## config.mk

```make
export PLATFORM = sky130hd
export DESIGN_NAME = basis_meas_sequencer_flat
export DESIGN_NICKNAME = d
export VERILOG_FILES = /design/src/rtl/basis_meas_if.sv /design/src/rtl/basis_meas_sequencer.sv /design/src/flat_wrapper.sv
export SDC_FILE = /design/constraint.sdc
export NUM_CORES = 1
export LEC_CHECK = 0
export BUFFER_PORTS_ARGS = -buffer_cell sky130_fd_sc_hd__buf_2
export CORE_MARGIN = 2
export CORE_UTILIZATION = 26
export CTS_BUF_LIST = sky130_fd_sc_hd__clkbuf_4
export DETAILED_ROUTE_END_ITERATION = 8
export HOLD_SLACK_MARGIN = 0.06
export PLACE_DENSITY = 0.44
export SYNTH_ARGS = -nofsm -noshare
export SYNTH_HDL_FRONTEND = slang
export SYNTH_SLANG_ARGS = --single-unit
```

## constraint.sdc

```tcl
create_clock -name clk -period 2.6 [get_ports clk]
set_input_delay 0.39 -clock clk [delete_from_list [all_inputs] [get_ports clk]]
set_output_delay 0.39 -clock clk [all_outputs]
set_load 0.005 [all_outputs]
```

## src/rtl/basis_meas_if.sv

```systemverilog
// Handshake and data bundle between the calibration FSM / plant side and
// basis_meas_sequencer. The slave modport is the sequencer's view and the
// master modport is the controller/plant view.
interface basis_meas_if #(
  parameter int DATA_WIDTH = 16,
  parameter int ADC_WIDTH  = 12
);
  logic                         start;
  logic                         abort;
  logic                         busy;
  logic                         done;
  logic signed [DATA_WIDTH-1:0] x0_out;
  logic signed [DATA_WIDTH-1:0] x1_out;
  logic [1:0]                   plant_mode;
  logic                         adc_valid;
  logic [ADC_WIDTH-1:0]         adc_ch0;
  logic [ADC_WIDTH-1:0]         adc_ch1;
  logic [ADC_WIDTH-1:0]         m_r0c0;
  logic [ADC_WIDTH-1:0]         m_r1c0;
  logic [ADC_WIDTH-1:0]         m_r0c1;
  logic [ADC_WIDTH-1:0]         m_r1c1;
  logic                         sat_flag;
  logic                         err_timeout;

  modport master (
    output start, abort, adc_valid, adc_ch0, adc_ch1,
    input  busy, done, x0_out, x1_out, plant_mode,
    input  m_r0c0, m_r1c0, m_r0c1, m_r1c1, sat_flag, err_timeout
  );

  modport slave (
    input  start, abort, adc_valid, adc_ch0, adc_ch1,
    output busy, done, x0_out, x1_out, plant_mode,
    output m_r0c0, m_r1c0, m_r0c1, m_r1c1, sat_flag, err_timeout
  );
endinterface

```

## src/rtl/basis_meas_sequencer.sv

```systemverilog
// Two-basis column measurement sequencer. Applies x=[1,0] then x=[0,1],
// waits SETTLE_CYCLES after each apply, averages AVG_SAMPLES ADC samples per
// channel and publishes the four averaged column magnitudes with a done pulse.
// Optional feature macro: MEAS_TIMEOUT_EN (sample timeout -> err_timeout pulse
// and return to IDLE). Without it SAMPLE waits indefinitely.
module basis_meas_sequencer #(
  parameter int DATA_WIDTH     = 16,
  parameter int ADC_WIDTH      = 12,
  parameter int SETTLE_CYCLES  = 16,
  parameter int AVG_SAMPLES    = 8,
  parameter int TIMEOUT_CYCLES = 256
) (
  input logic         clk,
  input logic         rst,
  basis_meas_if.slave bus
);
  localparam int LOG2_AVG = (AVG_SAMPLES > 1) ? $clog2(AVG_SAMPLES) : 0;
  localparam int ACC_W    = ADC_WIDTH + LOG2_AVG;
  localparam int SET_W    = (SETTLE_CYCLES > 1) ? $clog2(SETTLE_CYCLES) : 1;
  localparam int SMP_W    = (AVG_SAMPLES > 1) ? $clog2(AVG_SAMPLES) : 1;
  localparam logic [ADC_WIDTH-1:0] ADC_MAX = '1;
  localparam logic signed [DATA_WIDTH-1:0] X_ONE = {1'b0, {(DATA_WIDTH-1){1'b1}}};

  typedef enum logic [2:0] {S_IDLE, S_APPLY, S_SETTLE, S_SAMPLE, S_DONE} state_t;

  // Average of a full accumulator: divide by the power-of-two sample count, truncating.
  function automatic logic [ADC_WIDTH-1:0] avg_trunc(input logic [ACC_W-1:0] acc);
    logic [ACC_W-1:0] sh;
    sh = acc >> LOG2_AVG;
    return sh[ADC_WIDTH-1:0];
  endfunction

  state_t                       state_q, state_nxt;
  logic                         basis_q, basis_nxt;
  logic [SET_W-1:0]             set_cnt_q, set_cnt_nxt;
  logic [SMP_W-1:0]             smp_cnt_q, smp_cnt_nxt;
  logic [ACC_W-1:0]             acc0_q, acc0_nxt, acc1_q, acc1_nxt, sum0, sum1;
  logic [ADC_WIDTH-1:0]         m00_q, m10_q, m01_q, m11_q;
  logic [ADC_WIDTH-1:0]         m00_nxt, m10_nxt, m01_nxt, m11_nxt;
  logic                         sat_q, sat_nxt;
  logic                         busy_q, busy_nxt, done_q, done_nxt;
  logic signed [DATA_WIDTH-1:0] x0_q, x0_nxt, x1_q, x1_nxt;
  logic [1:0]                   mode_q, mode_nxt;
  logic                         active_nxt;
`ifdef MEAS_TIMEOUT_EN
  localparam int TO_W = (TIMEOUT_CYCLES > 1) ? $clog2(TIMEOUT_CYCLES) : 1;
  logic [TO_W-1:0]              tcnt_q, tcnt_nxt;
  logic                         err_q, err_nxt;
`endif

  assign sum0 = acc0_q + ACC_W'(bus.adc_ch0);
  assign sum1 = acc1_q + ACC_W'(bus.adc_ch1);

  // Next-state, datapath update and registered-output decode
  always_comb begin
    state_nxt   = state_q;
    basis_nxt   = basis_q;
    set_cnt_nxt = set_cnt_q;
    smp_cnt_nxt = smp_cnt_q;
    acc0_nxt    = acc0_q;
    acc1_nxt    = acc1_q;
    m00_nxt     = m00_q;
    m10_nxt     = m10_q;
    m01_nxt     = m01_q;
    m11_nxt     = m11_q;
    sat_nxt     = sat_q;
`ifdef MEAS_TIMEOUT_EN
    tcnt_nxt    = tcnt_q;
    err_nxt     = 1'b0;
`endif
    case (state_q)
      S_IDLE: begin
        if (bus.start && !bus.abort) begin
          state_nxt = S_APPLY;
          basis_nxt = 1'b0;
          sat_nxt   = 1'b0;
          acc0_nxt  = '0;
          acc1_nxt  = '0;
        end
      end
      S_APPLY: begin
        set_cnt_nxt = '0;
        state_nxt   = S_SETTLE;
      end
      S_SETTLE: begin
        if (set_cnt_q == SET_W'(SETTLE_CYCLES - 1)) begin
          state_nxt   = S_SAMPLE;
          smp_cnt_nxt = '0;
`ifdef MEAS_TIMEOUT_EN
          tcnt_nxt    = '0;
`endif
        end else begin
          set_cnt_nxt = set_cnt_q + SET_W'(1);
        end
      end
      S_SAMPLE: begin
        if (bus.adc_valid) begin
          if (bus.adc_ch0 == ADC_MAX || bus.adc_ch1 == ADC_MAX) sat_nxt = 1'b1;
`ifdef MEAS_TIMEOUT_EN
          tcnt_nxt = '0;
`endif
          if (smp_cnt_q == SMP_W'(AVG_SAMPLES - 1)) begin
            if (!basis_q) begin
              m00_nxt   = avg_trunc(sum0);
              m10_nxt   = avg_trunc(sum1);
              basis_nxt = 1'b1;
              state_nxt = S_APPLY;
            end else begin
              m01_nxt   = avg_trunc(sum0);
              m11_nxt   = avg_trunc(sum1);
              state_nxt = S_DONE;
            end
            acc0_nxt    = '0;
            acc1_nxt    = '0;
            smp_cnt_nxt = '0;
          end else begin
            acc0_nxt    = sum0;
            acc1_nxt    = sum1;
            smp_cnt_nxt = smp_cnt_q + SMP_W'(1);
          end
        end
`ifdef MEAS_TIMEOUT_EN
        else if (tcnt_q == TO_W'(TIMEOUT_CYCLES - 1)) begin
          err_nxt   = 1'b1;
          state_nxt = S_IDLE;
          acc0_nxt  = '0;
          acc1_nxt  = '0;
        end else begin
          tcnt_nxt = tcnt_q + TO_W'(1);
        end
`endif
      end
      S_DONE: begin
        state_nxt = S_IDLE;
      end
      default: begin
        state_nxt = S_IDLE;
      end
    endcase
    // Abort cancels the run outright, including a sample landing the same cycle
    if (bus.abort && state_q != S_IDLE) begin
      state_nxt   = S_IDLE;
      acc0_nxt    = '0;
      acc1_nxt    = '0;
      set_cnt_nxt = '0;
      smp_cnt_nxt = '0;
      m00_nxt     = m00_q;
      m10_nxt     = m10_q;
      m01_nxt     = m01_q;
      m11_nxt     = m11_q;
      sat_nxt     = sat_q;
`ifdef MEAS_TIMEOUT_EN
      err_nxt     = 1'b0;
      tcnt_nxt    = '0;
`endif
    end
    active_nxt = (state_nxt == S_APPLY) || (state_nxt == S_SETTLE) ||
                 (state_nxt == S_SAMPLE);
    busy_nxt   = (state_nxt != S_IDLE);
    done_nxt   = (state_nxt == S_DONE);
    x0_nxt     = (active_nxt && !basis_nxt) ? X_ONE : '0;
    x1_nxt     = (active_nxt && basis_nxt) ? X_ONE : '0;
    mode_nxt   = active_nxt ? 2'd1 : 2'd0;
  end

  // State, datapath and output registers; async reset clears everything
  always_ff @(posedge clk or posedge rst) begin
    if (rst) begin
      state_q   <= S_IDLE;
      basis_q   <= 1'b0;
      set_cnt_q <= '0;
      smp_cnt_q <= '0;
      acc0_q    <= '0;
      acc1_q    <= '0;
      m00_q     <= '0;
      m10_q     <= '0;
      m01_q     <= '0;
      m11_q     <= '0;
      sat_q     <= 1'b0;
      busy_q    <= 1'b0;
      done_q    <= 1'b0;
      x0_q      <= '0;
      x1_q      <= '0;
      mode_q    <= 2'd0;
`ifdef MEAS_TIMEOUT_EN
      tcnt_q    <= '0;
      err_q     <= 1'b0;
`endif
    end else begin
      state_q   <= state_nxt;
      basis_q   <= basis_nxt;
      set_cnt_q <= set_cnt_nxt;
      smp_cnt_q <= smp_cnt_nxt;
      acc0_q    <= acc0_nxt;
      acc1_q    <= acc1_nxt;
      m00_q     <= m00_nxt;
      m10_q     <= m10_nxt;
      m01_q     <= m01_nxt;
      m11_q     <= m11_nxt;
      sat_q     <= sat_nxt;
      busy_q    <= busy_nxt;
      done_q    <= done_nxt;
      x0_q      <= x0_nxt;
      x1_q      <= x1_nxt;
      mode_q    <= mode_nxt;
`ifdef MEAS_TIMEOUT_EN
      tcnt_q    <= tcnt_nxt;
      err_q     <= err_nxt;
`endif
    end
  end

  assign bus.busy       = busy_q;
  assign bus.done       = done_q;
  assign bus.x0_out     = x0_q;
  assign bus.x1_out     = x1_q;
  assign bus.plant_mode = mode_q;
  assign bus.m_r0c0     = m00_q;
  assign bus.m_r1c0     = m10_q;
  assign bus.m_r0c1     = m01_q;
  assign bus.m_r1c1     = m11_q;
  assign bus.sat_flag   = sat_q;
`ifdef MEAS_TIMEOUT_EN
  assign bus.err_timeout = err_q;
`else
  assign bus.err_timeout = 1'b0;
`endif
endmodule

```

## src/flat_wrapper.sv

```systemverilog
// flat-port wrapper written by rule: the top's interface ports become plain ports
module basis_meas_sequencer_flat 
#(
  parameter int DATA_WIDTH     = 16,
  parameter int ADC_WIDTH      = 12,
  parameter int SETTLE_CYCLES  = 16,
  parameter int AVG_SAMPLES    = 8,
  parameter int TIMEOUT_CYCLES = 256
)
  (clk, rst, bus_start, bus_abort, bus_adc_valid, bus_adc_ch0, bus_adc_ch1, bus_busy, bus_done, bus_x0_out, bus_x1_out, bus_plant_mode, bus_m_r0c0, bus_m_r1c0, bus_m_r0c1, bus_m_r1c1, bus_sat_flag, bus_err_timeout);
  basis_meas_if #(.DATA_WIDTH(DATA_WIDTH), .ADC_WIDTH(ADC_WIDTH)) bus_i ();
  input logic clk;
  input logic rst;
  input wire logic [$bits(bus_i.start)-1:0] bus_start;
  input wire logic [$bits(bus_i.abort)-1:0] bus_abort;
  input wire logic [$bits(bus_i.adc_valid)-1:0] bus_adc_valid;
  input wire logic [$bits(bus_i.adc_ch0)-1:0] bus_adc_ch0;
  input wire logic [$bits(bus_i.adc_ch1)-1:0] bus_adc_ch1;
  output wire logic [$bits(bus_i.busy)-1:0] bus_busy;
  output wire logic [$bits(bus_i.done)-1:0] bus_done;
  output wire logic [$bits(bus_i.x0_out)-1:0] bus_x0_out;
  output wire logic [$bits(bus_i.x1_out)-1:0] bus_x1_out;
  output wire logic [$bits(bus_i.plant_mode)-1:0] bus_plant_mode;
  output wire logic [$bits(bus_i.m_r0c0)-1:0] bus_m_r0c0;
  output wire logic [$bits(bus_i.m_r1c0)-1:0] bus_m_r1c0;
  output wire logic [$bits(bus_i.m_r0c1)-1:0] bus_m_r0c1;
  output wire logic [$bits(bus_i.m_r1c1)-1:0] bus_m_r1c1;
  output wire logic [$bits(bus_i.sat_flag)-1:0] bus_sat_flag;
  output wire logic [$bits(bus_i.err_timeout)-1:0] bus_err_timeout;
  assign bus_i.start = bus_start;
  assign bus_i.abort = bus_abort;
  assign bus_i.adc_valid = bus_adc_valid;
  assign bus_i.adc_ch0 = bus_adc_ch0;
  assign bus_i.adc_ch1 = bus_adc_ch1;
  assign bus_busy = bus_i.busy;
  assign bus_done = bus_i.done;
  assign bus_x0_out = bus_i.x0_out;
  assign bus_x1_out = bus_i.x1_out;
  assign bus_plant_mode = bus_i.plant_mode;
  assign bus_m_r0c0 = bus_i.m_r0c0;
  assign bus_m_r1c0 = bus_i.m_r1c0;
  assign bus_m_r0c1 = bus_i.m_r0c1;
  assign bus_m_r1c1 = bus_i.m_r1c1;
  assign bus_sat_flag = bus_i.sat_flag;
  assign bus_err_timeout = bus_i.err_timeout;
  basis_meas_sequencer #(.DATA_WIDTH(DATA_WIDTH), .ADC_WIDTH(ADC_WIDTH), .SETTLE_CYCLES(SETTLE_CYCLES), .AVG_SAMPLES(AVG_SAMPLES), .TIMEOUT_CYCLES(TIMEOUT_CYCLES)) u_core (.clk(clk), .rst(rst), .bus(bus_i));
endmodule
```

==> results.json <==
{
  "most-common-layout-cells": "buf_2, dfrtp_1, nand2_1",
  "grt_pass1_wl_um": 22850,
  "synth_area_per_cell_um2": 10.00,
  "layout-drive-gt1-share_pct": 28.89,
  "gp_congestion": 0.8190,
  "cp_max_fo": 9,
  "synth_seq_cells": 95,
  "use_met1_pct": 18.41,
  "final_nets": 684,
  "p_leak_nw": 3.145,
  "cp-startpoint": "u_core.acc1_q[0]",
  "end_kind": "flip-flop",
  "slowest_delay_ns": 0.53,
  "synth_area_leader_cell": "dfrtp_1",
  "grt_util_met2_pct": 20.42,
  "die_area_um2": 21830,
  "max_freq_mhz": 417.9,
  "rsz0062_at_grt": "false",
  "vias": 4274,
  "finalWirelength_um": 13850,
  "grt_usage_pct": 13.23,
  "cts_sinks": 95,
  "min_period_ns": 2.393,
  "grt_max_degree": 96,
  "drcViolationCount": 0,
  "status": "completed",
  "synth.area.top_cells": "dfrtp_1, ha_1, mux2_2, buf_4, nand2_1",
  "first_pass_iters": 4,
  "dpl.cell_count": 882,
  "async_flop_share_pct": 100.0,
  "yosys_warnings": 0,
  "min_path_type": "in2reg",
  "final.setup.tns_ns": 0,
  "clk_pin_slew_ns": 0.15,
  "coreArea_um2": 20230,
  "cts_made_buffers": 9,
  "start_util_pct": 26.55,
  "critPathLaunchType": "flip-flop",
  "dr.first_iter.drc_count": 181,
  "rows": 52,
  "dpl.hpwl_um": 10060,
  "r2r_setup_slack_ns": 0.21,
  "final_common_cell": "buf_2",
  "busiest_layer": "met2",
  "synth_edf_count": 0,
  "root_buffer": "clkbuf_4",
  "synthFlopType": "dfrtp_1",
  "finalSetupViolCount": 0,
  "min_from": "bus_adc_ch0[0]",
  "n_fill_cell": 2110,
  "die_h_um": 147.8,
  "clk_path_buf_depth": 2,
  "dieWidth_um": 147.8,
  "wire_per_inst_um": 15.34,
  "maxCapViolations": 0,
  "clock_skew_ns": 0.01367,
  "finalCritPeriodShare_pct": 92.03,
  "worstPathArrival_ns": 2.80,
  "cts_resized": 0,
  "critical_path_class": "reg2reg",
  "use_met3_pct": 3.025,
  "io_buffer_count": 110,
  "finalHoldViolCount": 0,
  "grt_pass1_vias": 4214,
  "via_per_inst": 4.733,
  "netlist.area_leader.share_pct": 44.25,
  "reg2reg_from": "u_core.acc1_q[0]",
  "required_ns": 3.01,
  "syn2layout_area_growth_pct": 15.81,
  "clkLatencyLatePin_ns": 0.47,
  "io_pins": 115,
  "synthCells": 537,
  "fin_cells": 903,
  "grt.overflow.total": 0,
  "antenna_found_initial": 2,
  "htreeDepth": 3,
  "cpMaxStageDelayCell": "or4_1",
  "ir_drop_uv": 154.4,
  "cts_tree": "yes",
  "synth_cell_types": 65,
  "cp_num_buf_inv": 1,
  "powerDensity_nw_per_um2": 444.9,
  "synthesis.area_um2": 5373,
  "worstMarginPinSlew_ns": 0.5433,
  "yosysSeqAreaShare_pct": 44.25,
  "slew_headroom_pct": 63.50,
  "slew_viol_final": 0,
  "path_delay_family": "simple AND/OR/NAND/NOR gates",
  "crit_path_cell_trace": "ha_1, inv_1, fa_1, nor2b_4, o31ai_2, a21oi_2, a221oi_4, or4_1, nand3_1",
  "detail-route-antenna-nets": 0
}
[per-layer routing]
layer | wire, um | part of all wire, %
met1 | 6769 | 49
met2 | 6186 | 45
met3 | 649 | 4.7
met4 | 245 | 1.8
met5 | 0 | 0
[worst paths after layout]
| check | endpoint | cells after the start |
|---|---|---|
| min in group asynchronous | u_core.bus.m_r0c0[3] | 4 |
| max reg2reg | u_core.acc1_q[14] | 9 |
| min reg2reg | u_core.bus.m_r0c0[3] | 2 |
| max | u_core.acc1_q[14] | 9 |
| min | u_core.acc0_q[0] | 3 |
| max in group asynchronous | u_core.smp_cnt_q[0] | 4 |
[repair_timing]
action	CTS	global route
hold buffers	1	0
buffers inserted	0	1
endpoints found under the hold margin	20	0
setup endpoints to repair	0	1
[logic make-up (layout without fill, tap and decap cells)]
kind of cell,after synthesis,in the layout,share of synthesized area (%)
AOI/OAI and AO/OA,141,141,18.35
xor gates and xnor gates,22,22,3.586
adders and majority gates,30,30,7.266
buffers and inverters,73,163,7.499
DFF,95,95,44.25
muxes,28,28,5.822
other,1,7,0.06980
and+or+nand+nor,147,147,13.16
[report_power, final]
part / switching, mW / internal (mW) / leakage, nW
sequential: 0.0349 / 1.51 / 1.32
clock: 0.524 / 0.286 / 0.0708
combinational: 0.256 / 0.158 / 1.76
total: 0.814 / 1.95 / 3.15
[final cells by class]
cell class / instances / area, um^2 / area share, %
multi-input combinational: 372 / 2611 / 41.97
sequential: 95 / 2377 / 38.21
timing repair buffer: 123 / 663.1 / 10.66
tap: 270 / 337.8 / 5.429
inverter: 24 / 93.84 / 1.508
clock buffer: 9 / 67.56 / 1.086
clock inverter: 7 / 63.81 / 1.026
antenna: 3 / 7.507 / 0.1207
[worst reg2reg max path, stage by stage (launching register included)]
cell	delay, ns
dfrtp_1	0.38
ha_1	0.21
inv_1	0.08
fa_1	0.46
nor2b_4	0.14
o31ai_2	0.08
a21oi_2	0.23
a221oi_4	0.14
or4_1	0.53
nand3_1	0.09
[metrics by stage]
stage | worst slack, ns | util (%) | hold WS (ns) | area [um^2] | power, mW
final | 0.2072 | 30.75 | 0.3014 | 6222 | 2.769
after global routing | 0.03117 | 30.75 | 0.2883 | 6222 | 2.956
after detailed placement | 0.02738 | 29.98 | 0.4608 | 6066 | 1.991
after floorplan | 0.2970 | - | 0.4538 | 5388 | 1.879
after global placement | 0.07197 | 29.98 | 0.4566 | 6066 | 1.988
after CTS | 0.1479 | 30.68 | 0.2490 | 6207 | 2.836
[registers in the layout, indices dropped and copies added, names as in the netlist]
register               flops
u_core.acc0_q             15
u_core.acc1_q             15
u_core.basis_q             1
u_core.bus.busy            1
u_core.bus.done            1
u_core.bus.m_r0c0         12
u_core.bus.m_r0c1         12
u_core.bus.m_r1c0         12
u_core.bus.m_r1c1         12
u_core.bus.plant_mode      1
u_core.bus.sat_flag        1
u_core.bus.x0_out          1
u_core.bus.x1_out          1
u_core.set_cnt_q           4
u_core.smp_cnt_q           3
u_core.state_q             3
[cell usage after synthesis, drive strengths merged (3+ instances only)]
cell	count
xor2	6
xnor2	16
a31oi	9
o31ai	3
nand4	11
a211oi	5
inv	24
o22ai	4
a221oi	3
nor2	26
a31o	3
nand2	61
dfrtp	95
buf	39
o211ai	4
or3	7
nor3	8
a21o	8
nand3	12
a21oi	27
mux2	26
clkbuf	10
o21a	3
ha	28
nor2b	7
o21ai	42
a22o	18
and3	3
Power figures use the tool's default switching activity.
